## src/rtl/reg_scoreboard_pkg.sv

```systemverilog
// Shared constants and types for the register scoreboard.
package reg_scoreboard_pkg;

    localparam int ADDR_W   = 4;
    localparam int NUM_REGS = 16;
    localparam int CNT_W    = 2;

    typedef logic [ADDR_W-1:0] reg_idx_t;
    typedef logic [CNT_W-1:0]  pend_cnt_t;

    localparam pend_cnt_t CNT_MAX = '1;

endpackage

```

## src/rtl/reg_scoreboard_if.sv

```systemverilog
// ID/WB-side bundle of the scoreboard: issue and retire inputs, hazard and status outputs.
interface reg_scoreboard_if #(
    parameter int STALL_CNT_W = 16
);
    import reg_scoreboard_pkg::*;

    logic                         idValid;
    logic                         idUsesRn;
    logic                         idTwoSrc;
    reg_idx_t                     idRn;
    reg_idx_t                     idRdm;
    logic                         idWbEn;
    reg_idx_t                     idDest;
    logic                         idSquash;
    logic                         wbWbEn;
    reg_idx_t                     wbDest;
    logic                         hazard;
    logic [NUM_REGS-1:0]          pendingMask;
    logic                         busy;
    logic                         overflowErr;
    logic                         underflowErr;
    logic [STALL_CNT_W-1:0]       stallCycles;

    modport master (
        output idValid, idUsesRn, idTwoSrc, idRn, idRdm, idWbEn, idDest, idSquash,
        output wbWbEn, wbDest,
        input  hazard, pendingMask, busy, overflowErr, underflowErr, stallCycles
    );

    modport slave (
        input  idValid, idUsesRn, idTwoSrc, idRn, idRdm, idWbEn, idDest, idSquash,
        input  wbWbEn, wbDest,
        output hazard, pendingMask, busy, overflowErr, underflowErr, stallCycles
    );

endinterface

```

## src/rtl/reg_scoreboard_sat_updown_counter.sv

```systemverilog
// Small up/down counter that holds at both limits and pulses when a step is refused.
module sat_updown_counter
    import reg_scoreboard_pkg::*;
#(
    parameter int W = CNT_W
) (
    input  logic         clk,
    input  logic         rst,
    input  logic         inc,
    input  logic         dec,
    output logic [W-1:0] count,
    output logic         overflow,
    output logic         underflow
);

    // Simultaneous inc and dec cancel; a lone step moves only when away from the limit.
    always_ff @(posedge clk or negedge rst) begin
        if (!rst) begin
            count <= '0;
        end else if (inc && !dec && (count != '1)) begin
            count <= count + W'(1);
        end else if (dec && !inc && (count != '0)) begin
            count <= count - W'(1);
        end
    end

    assign overflow  = inc & ~dec & (count == '1);
    assign underflow = dec & ~inc & (count == '0);

endmodule

```

## src/rtl/reg_scoreboard.sv

```systemverilog
// Decode-stage hazard controller: per-register pending-write counts drive the ID stall.
module reg_scoreboard
    import reg_scoreboard_pkg::*;
#(
    parameter int WB_BYPASS   = 1,
    parameter int STALL_CNT_W = 16
) (
    input  logic            clk,
    input  logic            rst,
    reg_scoreboard_if.slave bus
);

    pend_cnt_t               counts [NUM_REGS];
    logic [NUM_REGS-1:0]     inc_vec;
    logic [NUM_REGS-1:0]     dec_vec;
    logic [NUM_REGS-1:0]     ovf_vec;
    logic [NUM_REGS-1:0]     unf_vec;
    logic [NUM_REGS-1:0]     hit_vec;
    logic [NUM_REGS-1:0]     pending_mask;
    logic                    hazard;
    logic                    issue;
    logic                    overflow_err;
    logic                    underflow_err;
    logic [STALL_CNT_W-1:0]  stall_cycles;

    // A source is blocked while its count is nonzero, unless the last outstanding
    // write is retiring right now and the register file forwards it through.
    always_comb begin
        hit_vec = '0;
        for (int i = 0; i < NUM_REGS; i++) begin
            hit_vec[i] = (counts[i] != '0) &&
                         !((WB_BYPASS != 0) && bus.wbWbEn &&
                           (bus.wbDest == reg_idx_t'(i)) && (counts[i] == pend_cnt_t'(1)));
        end
    end

    // Stall and issue decisions use counts from before this cycle's own increment,
    // so an instruction never waits on its own destination.
    always_comb begin
        hazard = bus.idValid & ~bus.idSquash &
                 ((bus.idUsesRn & hit_vec[bus.idRn]) | (bus.idTwoSrc & hit_vec[bus.idRdm]));
        issue  = bus.idValid & ~bus.idSquash & ~hazard & bus.idWbEn;
    end

    // Per-register step requests from issue (ID) and retirement (WB).
    always_comb begin
        inc_vec = '0;
        dec_vec = '0;
        for (int i = 0; i < NUM_REGS; i++) begin
            inc_vec[i] = issue && (bus.idDest == reg_idx_t'(i));
            dec_vec[i] = bus.wbWbEn && (bus.wbDest == reg_idx_t'(i));
        end
    end

    for (genvar g = 0; g < NUM_REGS; g++) begin : g_cnt
        sat_updown_counter #(
            .W (CNT_W)
        ) u_cnt (
            .clk       (clk),
            .rst       (rst),
            .inc       (inc_vec[g]),
            .dec       (dec_vec[g]),
            .count     (counts[g]),
            .overflow  (ovf_vec[g]),
            .underflow (unf_vec[g])
        );
    end

    // Pending status reflects registered counts only, with no retire bypass.
    always_comb begin
        pending_mask = '0;
        for (int i = 0; i < NUM_REGS; i++) begin
            pending_mask[i] = (counts[i] != '0);
        end
    end

    // Error flags latch the first refused step and stay up until reset.
    always_ff @(posedge clk or negedge rst) begin
        if (!rst) begin
            overflow_err  <= 1'b0;
            underflow_err <= 1'b0;
        end else begin
            if (|ovf_vec) overflow_err  <= 1'b1;
            if (|unf_vec) underflow_err <= 1'b1;
        end
    end

    // Stall statistics count hazard cycles and stick at all-ones.
    always_ff @(posedge clk or negedge rst) begin
        if (!rst) begin
            stall_cycles <= '0;
        end else if (hazard && (stall_cycles != '1)) begin
            stall_cycles <= stall_cycles + STALL_CNT_W'(1);
        end
    end

    assign bus.hazard       = hazard;
    assign bus.pendingMask  = pending_mask;
    assign bus.busy         = |pending_mask;
    assign bus.overflowErr  = overflow_err;
    assign bus.underflowErr = underflow_err;
    assign bus.stallCycles  = stall_cycles;

endmodule
```

## src/flat_wrapper.sv

```systemverilog
// flat-port wrapper written by rule: the top's interface ports become plain ports
module reg_scoreboard_flat import reg_scoreboard_pkg::*;
#(
    parameter int WB_BYPASS   = 1,
    parameter int STALL_CNT_W = 16
)
  (clk, rst, bus_idValid, bus_idUsesRn, bus_idTwoSrc, bus_idRn, bus_idRdm, bus_idWbEn, bus_idDest, bus_idSquash, bus_wbWbEn, bus_wbDest, bus_hazard, bus_pendingMask, bus_busy, bus_overflowErr, bus_underflowErr, bus_stallCycles);
  reg_scoreboard_if #(.STALL_CNT_W(STALL_CNT_W)) bus_i ();
  input  logic clk;
  input  logic rst;
  input wire logic [$bits(bus_i.idValid)-1:0] bus_idValid;
  input wire logic [$bits(bus_i.idUsesRn)-1:0] bus_idUsesRn;
  input wire logic [$bits(bus_i.idTwoSrc)-1:0] bus_idTwoSrc;
  input wire logic [$bits(bus_i.idRn)-1:0] bus_idRn;
  input wire logic [$bits(bus_i.idRdm)-1:0] bus_idRdm;
  input wire logic [$bits(bus_i.idWbEn)-1:0] bus_idWbEn;
  input wire logic [$bits(bus_i.idDest)-1:0] bus_idDest;
  input wire logic [$bits(bus_i.idSquash)-1:0] bus_idSquash;
  input wire logic [$bits(bus_i.wbWbEn)-1:0] bus_wbWbEn;
  input wire logic [$bits(bus_i.wbDest)-1:0] bus_wbDest;
  output wire logic [$bits(bus_i.hazard)-1:0] bus_hazard;
  output wire logic [$bits(bus_i.pendingMask)-1:0] bus_pendingMask;
  output wire logic [$bits(bus_i.busy)-1:0] bus_busy;
  output wire logic [$bits(bus_i.overflowErr)-1:0] bus_overflowErr;
  output wire logic [$bits(bus_i.underflowErr)-1:0] bus_underflowErr;
  output wire logic [$bits(bus_i.stallCycles)-1:0] bus_stallCycles;
  assign bus_i.idValid = bus_idValid;
  assign bus_i.idUsesRn = bus_idUsesRn;
  assign bus_i.idTwoSrc = bus_idTwoSrc;
  assign bus_i.idRn = bus_idRn;
  assign bus_i.idRdm = bus_idRdm;
  assign bus_i.idWbEn = bus_idWbEn;
  assign bus_i.idDest = bus_idDest;
  assign bus_i.idSquash = bus_idSquash;
  assign bus_i.wbWbEn = bus_wbWbEn;
  assign bus_i.wbDest = bus_wbDest;
  assign bus_hazard = bus_i.hazard;
  assign bus_pendingMask = bus_i.pendingMask;
  assign bus_busy = bus_i.busy;
  assign bus_overflowErr = bus_i.overflowErr;
  assign bus_underflowErr = bus_i.underflowErr;
  assign bus_stallCycles = bus_i.stallCycles;
  reg_scoreboard #(.WB_BYPASS(WB_BYPASS), .STALL_CNT_W(STALL_CNT_W)) u_core (.clk(clk), .rst(rst), .bus(bus_i));
endmodule
```

## config.mk

```make
export PLATFORM = sky130hd
export DESIGN_NAME = reg_scoreboard_flat
export DESIGN_NICKNAME = d
export VERILOG_FILES = /design/src/rtl/reg_scoreboard_pkg.sv /design/src/rtl/reg_scoreboard_if.sv /design/src/rtl/reg_scoreboard_sat_updown_counter.sv /design/src/rtl/reg_scoreboard.sv /design/src/flat_wrapper.sv
export SDC_FILE = /design/constraint.sdc
export NUM_CORES = 1
export LEC_CHECK = 0
export CAP_MARGIN = 20
export CORE_ASPECT_RATIO = 0.8
export CORE_UTILIZATION = 36
export CTS_CLUSTER_DIAMETER = 80
export DETAILED_ROUTE_END_ITERATION = 8
export HOLD_SLACK_MARGIN = 0.02
export PLACE_DENSITY_LB_ADDON = 0.25
export SYNTH_ARGS = -nofsm -noshare
export SYNTH_HDL_FRONTEND = slang
export SYNTH_SLANG_ARGS = --single-unit
```

## constraint.sdc

```tcl
create_clock -name clk -period 8.35 [get_ports clk]
set_input_delay 1.67 -clock clk [delete_from_list [all_inputs] [get_ports clk]]
set_output_delay 1.67 -clock clk [all_outputs]
set_load 0.01 [all_outputs]
```

* After elaboration in Yosys (flattened, before gate mapping) *
Index checks and enable logic that the tools add are counted.

storage, ports and cells
  register bits = 50
  input bits = 24
  output and inout port bits = 36
  word-level logic and storage cells = 504

cells by class
  add/subtract/negate cells = 33
  $lt $le $gt $ge = 2
  equal/unequal tests = 79
  multiplexer cells = 36
  bitwise operators = 105
  reductions and logical operators = 230

operator list
  operator               number
  $logic_and 1x1->1      129
  $and 1x1->1            70
  $eq 4x4->1 const B     16
  $mux 2                 32
  $reduce_bool 2->1      32
  $logic_not 1->1        48
  $reduce_or 16->1       3
  $not 1->1              34
  $add 2x1->2 const B    16
  $eq 2x1->1 const B     16
  $eq 2x2->1 const B     16
  $eq 4x3->1 const B     8
  $logic_not 2->1        16
  $ne 2x2->1 const B     16
  $sub 2x1->2 const B    16
  $add 16x1->16 const B  1
  $eq 4x2->1 const B     4
  $ne 16x16->1 const B   1
  $lt 4x5->1 const B     2
  $bmux 1 s4             2
  $eq 4x1->1 const B     2
  $logic_not 4->1        2
  $mux 1                 2
  $or 1x1->1             1

* Logic depth before layout (Yosys ltp) *
  word-level depth = 19
  gate-level depth with buffers = 12
  depth with buffers taken out = 10

* Modules after synthesis *
From an unflattened synthesis, not the netlist that was laid out.

second synthesis, totals
  cell total of the unflattened synthesis = 492
  area, all modules = 4095.2 µm²

by module, submodules not included
  module              times used  cells an instance  area an instance (µm²)  sequential area each (µm²)
  reg_scoreboard      1           268                2053.2                  450.4
  sat_updown_counter  16          14                 127.6                   50.0

* Least setup slack after synthesis *
No wires, ideal clock.

  kind = input to output
  start = in bus_idRn[1]
  end = out bus_hazard
  arrival time = 3.064 ns
  required time = 6.680 ns
  setup slack = 3.616 ns
  stages on the path = 7
  path buffers = 1
  cells stage by stage = clkbuf_1 > or3b_2 > a311oi_1 > nor4_2 > nand4_2 > nor3_1 > nor2_1

on the way
  longest elaborated chain between the ends = 5

RTL lines
  item                          line                  RTL
  from (decl)                   flat_wrapper.sv:14    input wire logic [$bits(bus_i.idRn)-1:0] bus_idRn;
  $bmux 1 s4                    reg_scoreboard.sv:41  ((bus.idUsesRn & hit_vec[bus.idRn]) | (bus.idTwoSrc & hit_vec[bus.idRdm]));
  $mux 1 (not written as such)  reg_scoreboard.sv:41
  $and 1x1->1                   reg_scoreboard.sv:41
  $or 1x1->1                    reg_scoreboard.sv:41
  $and 1x1->1                   reg_scoreboard.sv:40  hazard = bus.idValid & ~bus.idSquash &
  to (decl)                     flat_wrapper.sv:21    output wire logic [$bits(bus_i.hazard)-1:0] bus_hazard;

No other way between the ends. The select of a mux whose other input is x is not followed.

* Final worst setup path *
  start = in bus_wbWbEn
  end = out bus_hazard

on the way
  longest elaborated chain between the ends = 9
  elaborated cells between the ends (all ways) = 72
  classes of those cells = 4 x mux; 4 x bitwise; 64 x reduce/logical

RTL lines
  item                          line                  RTL
  from (decl)                   flat_wrapper.sv:19    input wire logic [$bits(bus_i.wbWbEn)-1:0] bus_wbWbEn;
  $logic_and 1x1->1             reg_scoreboard.sv:32  !((WB_BYPASS != 0) && bus.wbWbEn &&
  $logic_and 1x1->1             reg_scoreboard.sv:33  (bus.wbDest == reg_idx_t'(i)) && (counts[i] == pend_cnt_t'(1)));
  $logic_not 1->1               reg_scoreboard.sv:32
  $logic_and 1x1->1             reg_scoreboard.sv:31  hit_vec[i] = (counts[i] != '0) &&
  $bmux 1 s4                    reg_scoreboard.sv:41
  $mux 1 (not written as such)  reg_scoreboard.sv:41
  $and 1x1->1                   reg_scoreboard.sv:41
  $or 1x1->1 (*)                reg_scoreboard.sv:41
  $and 1x1->1 (*)               reg_scoreboard.sv:40

Every way passes the cells marked *; elsewhere a longest branch is shown, timed or not. The select of a mux whose other input is x is not followed.

==> flow_metrics.py <==
metrics = {
    "run_status": {
        "status": "complete, no violations",
    },
    "global_route": {
        "grt_max_degree": 51,
        "antenna_found_initial": 0,
        "track_usage": 0.245,
        "grt_pass1_wl_um": 26700,
        "grt_pass1_vias": 4769,
        "overflow": 0,
    },
    "yosys": {
        "synth_cells": 619,
        "synth_fp_nets": 692,
        "ys.flop_type": "dfrtp_1",
        "netlist.area_leader.share": 0.251,
        "synth_edf_count": 0,
        "synth_area_leader_cell": "dfrtp_1",
        "ys_warn_count": 0,
        "synth_cell_types": 69,
        "synthTopCellsByCount": "nand2_1 (61), inv_1 (57), dfrtp_1 (50), ha_1 (49), nor2_1 (49)",
        "netlist_area_sq_um": 4990,
        "synth-seq-area-share": 0.251,
        "ys_seq_elements": 50,
        "avgSynthCellArea_sq_um": 8.06,
        "synthTopCellsByArea": "dfrtp_1 (25%), ha_1 (12%), xnor2_1 (5.1%)",
        "async_flop_share": 1.00,
        "yosysMostFrequentCell": "nand2_1",
    },
    "sta": {
        "rsz0062_at_grt": "no",
        "max_freq_mhz": 151,
        "hold_ws_ns": 0.495,
        "finalCritPeriodShare": 0.792,
        "worst_pin_slew_ns": 1.03,
        "finalSetupViolCount": 0,
        "finClkSkew_ns": 0.00674,
        "relSlewSlack": 0.309,
        "fin_crit_ns": 6.61,
        "setup_tns_ns": 0,
        "drv_slew": 0,
        "hold_violations": 0,
    },
    "final_layout": {
        "num_antenna_cells": 0,
        "drive_gt1_frac": 0.0510,
        "area_growth_pct": 17.9,
        "fill_cells": 1336,
        "nets": 739,
        "final_cells": 847,
    },
    "critical_path": {
        "cp.arrival_ns": 4.94,
        "critPathKind": "input pin to primary output",
        "endpoint_kind": "primary output",
        "start_kind": "input pin",
        "worstPathRequired_ns": 6.68,
        "cp_max_fo": 11,
        "reg2regPathDepth": 11,
    },
    "power_and_ir_drop": {
        "p_per_area_nw_per_um2": 253,
        "p_leak_uw": 0.00234,
        "ir_drop_mv": 0.173,
        "finalPower_uw": 1490,
    },
    "drt": {
        "via_count": 5027,
        "viasPerCell": 5.94,
        "firstDrtPassIters": 5,
        "routed_wl_um": 17200,
        "drt_iter0_drc": 527,
        "routedWlPerCell_um": 20.3,
        "route.detailed.drc": 0,
        "final_antenna_net_count": 0,
    },
    "hold_path": {
        "holdPathStages": 1,
        "worstHoldPathType": "flip-flop to flip-flop",
    },
    "clock_network": {
        "root_buffer": "clkbuf_16",
        "clk_pin_slew_worst_paths_ns": 0.07,
        "cts_tree": "yes",
        "ctsResizeCount": 0,
        "cts_hold_buf": 0,
        "clock_path_buffers": 2,
        "cts_buffers": 5,
        "worstSkewPairLatency_ns": 0.31,
        "cts.sinks": 50,
        "cts_max_level": 2,
        "cts_setup_buffers": 0,
    },
    "place": {
        "place.gp.congestion": 0.934,
        "dpl.hpwl_um": 13300,
        "placed_cells": 838,
        "port_buffers": 59,
    },
    "die": {
        "die_y_um": 107,
        "io_pins": 60,
        "core_sq_um": 13600,
        "initial_utilization": 0.368,
        "num_rows": 38,
        "die-area_sq_um": 14300,
        "die_x_um": 134,
    },
    "job": {
        "cap_violations": 0,
    },
}
## through the flow
stage,util,instance area [sq um],worst slack (ns)
6_report,0.434,5880,1.74
5_1_grt,0.434,5880,1.57
4_1_cts,0.434,5880,1.75
3_5_place_dp,0.421,5710,1.73
3_3_place_gp,0.421,5710,1.77
2_1_floorplan,-,4990,3.62
## critical path, cell delays in order
cell and delay [ns]:
clkdlybuf4s50_1 0.60, nor3b_2 0.73, a311oi_1 0.24, nor4_2 0.41
nand4_2 0.25, nor3_1 0.47, nor2_1 0.08, clkdlybuf4s50_1 0.49
## power by group
group / total [uW] / switching [uW] / internal [uW]
clock: 249 / 108 / 142
combinational: 825 / 469 / 356
sequential: 410 / 90.6 / 320
total: 1490 / 667 / 818
## metal layers
layer | routed length, um | share of wire | GRT usage | vias to the layer above
li1 | - | - | - | 2364
met1 | 8180 | 0.48 | 0.359 | 2423
met2 | 7490 | 0.44 | 0.372 | 217
met3 | 1280 | 0.074 | 0.0358 | 23
met4 | 256 | 0.015 | 0.0609 | 0
met5 | 0 | 0 | 0 | -
## path summary, 6_finish.rpt
check / start / end / slack [ns]
min in group asynchronous: rst / u_core.g_cnt[3].u_cnt.count[1] / 1.49
hold / removal: u_core.bus.stallCycles[10] / u_core.bus.stallCycles[10] / 0.49
setup reg to reg: u_core.g_cnt[3].u_cnt.count[1] / u_core.g_cnt[4].u_cnt.count[1] / 4.21
setup / recovery: bus_wbWbEn / bus_hazard / 1.74
hold reg to reg: u_core.bus.stallCycles[10] / u_core.bus.stallCycles[10] / 0.49
max in group asynchronous: rst / u_core.bus.stallCycles[6] / 6.39
## layout make-up
class | count | area (sq um) | share of cell area
flip-flops and latches | 50 | 1250 | 0.213
clock inverters | 3 | 45.0 | 0.00766
repair buffers | 64 | 621 | 0.106
inverters | 57 | 214 | 0.0364
multi-input cells | 488 | 3400 | 0.578
clock buffers | 5 | 125 | 0.0213
well taps | 180 | 225 | 0.0383
## cell families (layout without fill, tap and decap cells)
logic type,Yosys count,count (layout),share of synthesized area
xor gates and xnor gates,30,30,0.0527
adders and majority gates,49,49,0.123
AOI/OAI and AO/OA,145,145,0.213
DFF,50,50,0.251
buffers and inverters,81,129,0.0677
and+or+nand+nor,257,257,0.278
muxes,7,7,0.0143
## flip-flops by register name, indices dropped and copies added, names as in the netlist
name	flops
u_core.bus.stallCycles	16
u_core.bus.underflowErr	1
u_core.bus.overflowErr	1
u_core.g_cnt.u_cnt.count	32
## layout by cell type (no fill, tap or decap), types with 5 or more instances in the layout
cell type         n
a211oi_1          6
a21oi_1          17
a2bb2oi_1         6
a311oi_1         15
a31oi_1          24
a41oi_1           6
and2_1            8
and3_1           11
clkbuf_16         5
clkdlybuf4s50_1  58
dfrtp_1          50
ha_1             49
inv_1            57
mux2i_1           6
nand2_1          61
nand2b_1         10
nand3_1          24
nand3b_1         10
nand4_1          15
nor2_1           49
nor2b_1           9
nor3_1           14
nor4_1            9
o211ai_1          8
o21ai_0          10
o22ai_1          11
o2bb2ai_1         6
o32ai_1           5
or3b_2            8
or4_1             5
xnor2_1          29
(Power assumes the default switching activity.)
